`src/rtl/i2s_transmitter.sv`:
```
// rtl/i2s_transmitter.sv - standalone I2S transmitter with self-generated sclk/ws
//
// Serializes a left/right pair of two's-complement samples onto an I2S DAC
// line. The bit clock and word select are derived from mclk by counters.
// Samples are captured once per frame into shadow registers, so upstream
// may change its inputs at any time after o_sample_req.
//
// Ports:
//   mclk          master clock, sole clock
//   reset         asynchronous, active-high reset
//   i_l_data      left sample (d_width bits, signed)
//   i_r_data      right sample (d_width bits, signed)
//   o_sclk        serial bit clock, mclk_sclk_ratio mclk per period, 50% duty
//   o_ws          word select, 0 = left slot, 1 = right slot
//   o_sd          serial data, MSB first, one sclk after the ws change
//   o_sample_req  one-mclk pulse when the inputs are latched

module i2s_transmitter #(
  parameter int mclk_sclk_ratio = 4,
  parameter int sclk_ws_ratio   = 64,
  parameter int d_width         = 24
) (
  input  logic               mclk,
  input  logic               reset,
  input  logic [d_width-1:0] i_l_data,
  input  logic [d_width-1:0] i_r_data,
  output logic               o_sclk,
  output logic               o_ws,
  output logic               o_sd,
  output logic               o_sample_req
);

  localparam int MCW  = (mclk_sclk_ratio > 2) ? $clog2(mclk_sclk_ratio) : 1;
  localparam int BW   = $clog2(sclk_ws_ratio);
  localparam int IW   = (d_width > 1) ? $clog2(d_width) : 1;
  localparam int HALF = sclk_ws_ratio / 2;

  logic [MCW-1:0]     mclk_cnt_q, mclk_cnt_d;
  logic [BW-1:0]      bit_cnt_q, bit_cnt_d;
  logic [d_width-1:0] l_sh_q, l_sh_d;
  logic [d_width-1:0] r_sh_q, r_sh_d;
  logic               sclk_q, sclk_d;
  logic               ws_q, ws_d;
  logic               sd_q, sd_d;
  logic               req_q, req_d;

  logic               fall;
  logic               wrap;
  logic [BW-1:0]      pos;
  logic [IW-1:0]      sd_idx;
  logic [d_width-1:0] word;

  always_comb begin
    fall = (mclk_cnt_q == MCW'(mclk_sclk_ratio - 1));
    wrap = fall && (bit_cnt_q == BW'(sclk_ws_ratio - 1));

    mclk_cnt_d = fall ? '0 : mclk_cnt_q + 1'b1;

    bit_cnt_d = bit_cnt_q;
    if (fall) begin
      bit_cnt_d = wrap ? '0 : bit_cnt_q + 1'b1;
    end

    l_sh_d = wrap ? i_l_data : l_sh_q;
    r_sh_d = wrap ? i_r_data : r_sh_q;

    // All outputs are computed from next-state values so the registered
    // outputs line up with the counters they are derived from.
    sclk_d = (mclk_cnt_d >= MCW'(mclk_sclk_ratio / 2));
    ws_d   = (bit_cnt_d >= BW'(HALF));
    pos    = ws_d ? (bit_cnt_d - BW'(HALF)) : bit_cnt_d;
    word   = ws_d ? r_sh_d : l_sh_d;

    // Slot position 1 carries the MSB; position 0 is the I2S one-bit delay
    // and positions past d_width are zero padding.
    sd_idx = IW'(BW'(d_width) - pos);
    sd_d   = 1'b0;
    if ((pos != '0) && (pos <= BW'(d_width))) begin
      sd_d = word[sd_idx];
    end

    req_d = wrap;
  end

  always_ff @(posedge mclk or posedge reset) begin
    if (reset) begin
      mclk_cnt_q <= '0;
      bit_cnt_q  <= '0;
      l_sh_q     <= '0;
      r_sh_q     <= '0;
      sclk_q     <= 1'b0;
      ws_q       <= 1'b0;
      sd_q       <= 1'b0;
      req_q      <= 1'b0;
    end else begin
      mclk_cnt_q <= mclk_cnt_d;
      bit_cnt_q  <= bit_cnt_d;
      l_sh_q     <= l_sh_d;
      r_sh_q     <= r_sh_d;
      sclk_q     <= sclk_d;
      ws_q       <= ws_d;
      sd_q       <= sd_d;
      req_q      <= req_d;
    end
  end

  assign o_sclk       = sclk_q;
  assign o_ws         = ws_q;
  assign o_sd         = sd_q;
  assign o_sample_req = req_q;

endmodule
```
`config.mk`:
```
export PLATFORM = sky130hd
export DESIGN_NAME = i2s_transmitter
export DESIGN_NICKNAME = d
export VERILOG_FILES = /design/src/rtl/i2s_transmitter.sv
export SDC_FILE = /design/constraint.sdc
export NUM_CORES = 1
export LEC_CHECK = 0
export ABC_AREA = 1
export ABC_CLOCK_PERIOD_IN_PS = 3000
export BUFFER_PORTS_ARGS = -buffer_cell sky130_fd_sc_hd__clkbuf_2
export CAP_MARGIN = 30
export CELL_PAD_IN_SITES_DETAIL_PLACEMENT = 1
export CELL_PAD_IN_SITES_GLOBAL_PLACEMENT = 2
export CORE_MARGIN = 1
export CORE_UTILIZATION = 31
export CTS_CLUSTER_SIZE = 8
export DETAILED_ROUTE_END_ITERATION = 8
export GPL_TIMING_DRIVEN = 0
export PLACE_DENSITY = 0.87
export SYNTH_ARGS = -nofsm -noshare
export SYNTH_HDL_FRONTEND = slang
export SYNTH_SLANG_ARGS = --single-unit
```
`constraint.sdc`:
```
create_clock -name mclk -period 3 [get_ports mclk]
set_input_delay 0.6 -clock mclk [delete_from_list [all_inputs] [get_ports mclk]]
set_output_delay 0.6 -clock mclk [all_outputs]
set_load 0.05 [all_outputs]
```
==> summary.txt <==
Outcome
  • Status: finished, violations left
  • Failing checks: design-rule violations

Setup path
  • Reg-to-reg setup timing slack: 0.23 ns
  • Crit path max fanout: 10
  • Worst r2r dst: o_sd
  • Startpoint Class: flop
  • Crit Path Category: flop to flop
  • Critical Path Start: bit_cnt_q[0]
  • Worst R2R Path Depth: 16
  • Critical Path Sink Type: flop
  • WP data arrival: 3.01 ns
  • Worst Path Required: 3.25 ns
  • R2r startpoint: bit_cnt_q[0]

STA
  • Worst Tran Pin Value: 0.592 ns
  • Final setup violation count: 0
  • Fin Setup TNS: 0 ns
  • RSZ-0062 raised after global routing: no
  • Pins Over Slew Limit: 0
  • Hold Vio Cnt, Final: 0
  • Relative slew slack: 0.606
  • Final period utilization: 0.922
  • Fmax: 362 MHz
  • Setup Skew: 0.00565 ns
  • Hold WS: 0.302 ns
  • Post-layout min period: 2.77 ns
  • Final setup margin: 0.234 ns

Clocking
  • Clk sinks: 59
  • Clk buf depth: 2
  • Worst-Skew Late Latency: 0.33 ns
  • H-Tree Depth: 3
  • CTS root buffer: clkbuf_8
  • Post-cts hold buffer count: 0
  • TritonCTS buffer count: 9
  • CTS tree: done
  • Worst-path clk slew: 0.06 ns

Floorplan
  • Area of the die: 9640 µm²
  • Core ar.: 8850 µm²
  • Die width: 98.2 µm
  • Num ports: 54
  • FP Rows: 34
  • Die H: 98.2 µm
  • Initial Util: 0.324

Drt
  • DRC viols: 6
  • Routed len/inst: 14.0 µm
  • DR vias: 2566
  • First DRT Iteration DRCs: 89
  • Drt total wl: 7.73 mm
  • Antenna-violating nets left: 0
  • Vias per cell: 4.63
  • Drt pass-1 iters: 6

Synthesis
  • Post-synthesis sequential area ratio: 0.515
  • Synth Register Bits: 59
  • Mapped Nets: 429
  • Post-synth EDFFs: 0
  • Count leader, synth: nand2_1
  • Largest cells by area after synthesis: dfrtp_1, nand2_1, nand3_1
  • Main synth FF type: dfrtp_1
  • Mapped Avg Cell Area: 7.63 µm²
  • Asr flop ratio synth: 1.00
  • Synthesized area: 2870 µm²
  • Post-Synthesis Cells: 376
  • Synth cell types: 22
  • Post-synth top area share: 0.515
  • Yosys warning total: 0
  • Post-synth top cells: nand2_1, nand3_1, dfrtp_1, inv_1, buf_2
  • Area leader, netlist: dfrtp_1

Global route
  • Number of global-route vias before repair: 2665
  • First-pass GRT wire length: 13.3 mm
  • Largest net degree at the start of global routing: 37
  • Overflow after GRT: 0
  • Antenna violations before repair: 0
  • All-Layer GR Usage: 0.176

Cells and area
  • Fill count: 1139
  • Layout Nets: 495
  • Ant. Diodes: 0
  • Final Cell Area: 3490 µm²
  • Area Overhead vs Synth: 21.7%
  • Share of cells above drive strength 1: 0.215

Pwr
  • Power per cell area: 432 nW/µm²
  • Max rail drop VDD: 0.000194 V
  • Net Switching: 0.327 mW
  • Sequential power share: 0.527
  • Pint: 1.18 mW
  • Clock Power Share: 0.439
  • Combinational Power Share: 0.033
  • Sw Ratio: 0.217
  • Pleak: 1.83 nW

Placement
  • Post-Place Setup Slack: 0.104 ns
  • Area after DPL: 3290 µm²
  • IO Port Bufs: 53
  • RePlAce Congestion: 0.801
  • Detail Placement HPWL: 5.93 mm

Flow run
  • MaxCap Viol Count: 0

Hold path
  • Hold crit path type: input pin to asynchronous set/reset pin
==> kinds of logic after synthesis <==
family | share of synthesized area
compound gates | 0.00829
buf+inv | 0.0602
fa+ha+maj | 0.0131
flops | 0.515
simple gates | 0.397
xor+xnor | 0.00611
==> metrics by stage <==
stage,power [mW],cells,util
6_report,1.51,554,0.394
5_1_grt,1.57,554,0.394
4_1_cts,1.53,553,0.392
3_5_place_dp,0.862,538,0.372
3_3_place_gp,0.858,537,0.369
2_1_floorplan,0.822,376,-
==> routing by layer <==
layer | global-route usage | wire, µm | vias up
met5 | 0 | 0 | -
met4 | 0.0551 | 97 | 0
met3 | 0.0265 | 185 | 7
met2 | 0.289 | 3710 | 36
met1 | 0.241 | 3740 | 1214
li1 | - | - | 1309
==> power groups by stage <==
stage | logic [mW] | registers, mW | clock network, mW
2_1_floorplan | 0.0116 | 0.810 | 0
3_3_place_gp | 0.0472 | 0.810 | 0
3_5_place_dp | 0.0521 | 0.810 | 0
4_1_cts | 0.0525 | 0.795 | 0.682
5_1_grt | 0.0577 | 0.795 | 0.715
6_report | 0.0499 | 0.796 | 0.663
==> sequential cells by signal, summed over array words and instances, names as in the netlist <==
| name | cells |
|---|---|
| r_sh_q | 24 |
| o_sd | 1 |
| o_ws | 1 |
| l_sh_q | 24 |
| bit_cnt_q | 6 |
| mclk_cnt_q | 2 |
| o_sample_req | 1 |
==> worst max-delay path by stage <==
stage	end	slack (ns)
6_report	o_sd	0.23
5_1_grt	o_sd	0.0008
4_1_cts	o_sd	0.06
3_5_place_dp	o_sd	0.10
3_3_place_gp	o_sd	0.10
2_1_floorplan	o_sd	0.37
==> worst max-delay path, stage by stage (launching register included) <==
cell     delay, ns
dfrtp_1       0.41
ha_1          0.22
nand2_2       0.09
nor2_4        0.05
nand2_2       0.14
nand2_1       0.07
o21ai_1       0.24
inv_2         0.12
buf_4         0.20
ha_1          0.40
inv_1         0.21
nand3_1       0.12
nand3_1       0.08
nand3_1       0.08
nand2_1       0.06
inv_1         0.03
nor2_1        0.13
==> layout make-up <==
type                            instances  area, µm²  share of cell area
Sequential cell                        59       1480               0.423
Multi-Input combinational cell        280       1230               0.353
Timing Repair Buffer                   55        293              0.0839
Clock buffer                           13        169              0.0484
Tap cell                              108        135              0.0387
Buffer                                 16       96.3              0.0276
Inverter                               21       78.8              0.0226
Clock inverter                          2       10.0             0.00287
==> cell usage in the layout, fill, tap and decap left out <==
master / n
ha_4: 1
o21ai_2: 1
clkbuf_1: 5
nand3_1: 64
a21oi_1: 1
nor3_1: 1
clkinv_2: 2
nand3_2: 1
buf_4: 2
or2_2: 2
o21ai_0: 1
buf_6: 3
dfrtp_1: 59
buf_12: 1
o21ai_1: 1
ha_1: 2
nor2_1: 8
nand2_1: 189
clkbuf_8: 12
inv_1: 17
nor2_2: 1
nand2_4: 2
xor2_1: 2
clkbuf_2: 53
nor2_4: 1
nand2_2: 2
buf_2: 8
inv_2: 4
==> repair_timing <==
action | CTS | global route
endpoints found under the setup margin | 0 | 1
resized for setup | 0 | 5
buffers inserted | 0 | 1
Note: power is estimated with default switching activity, not from simulation.
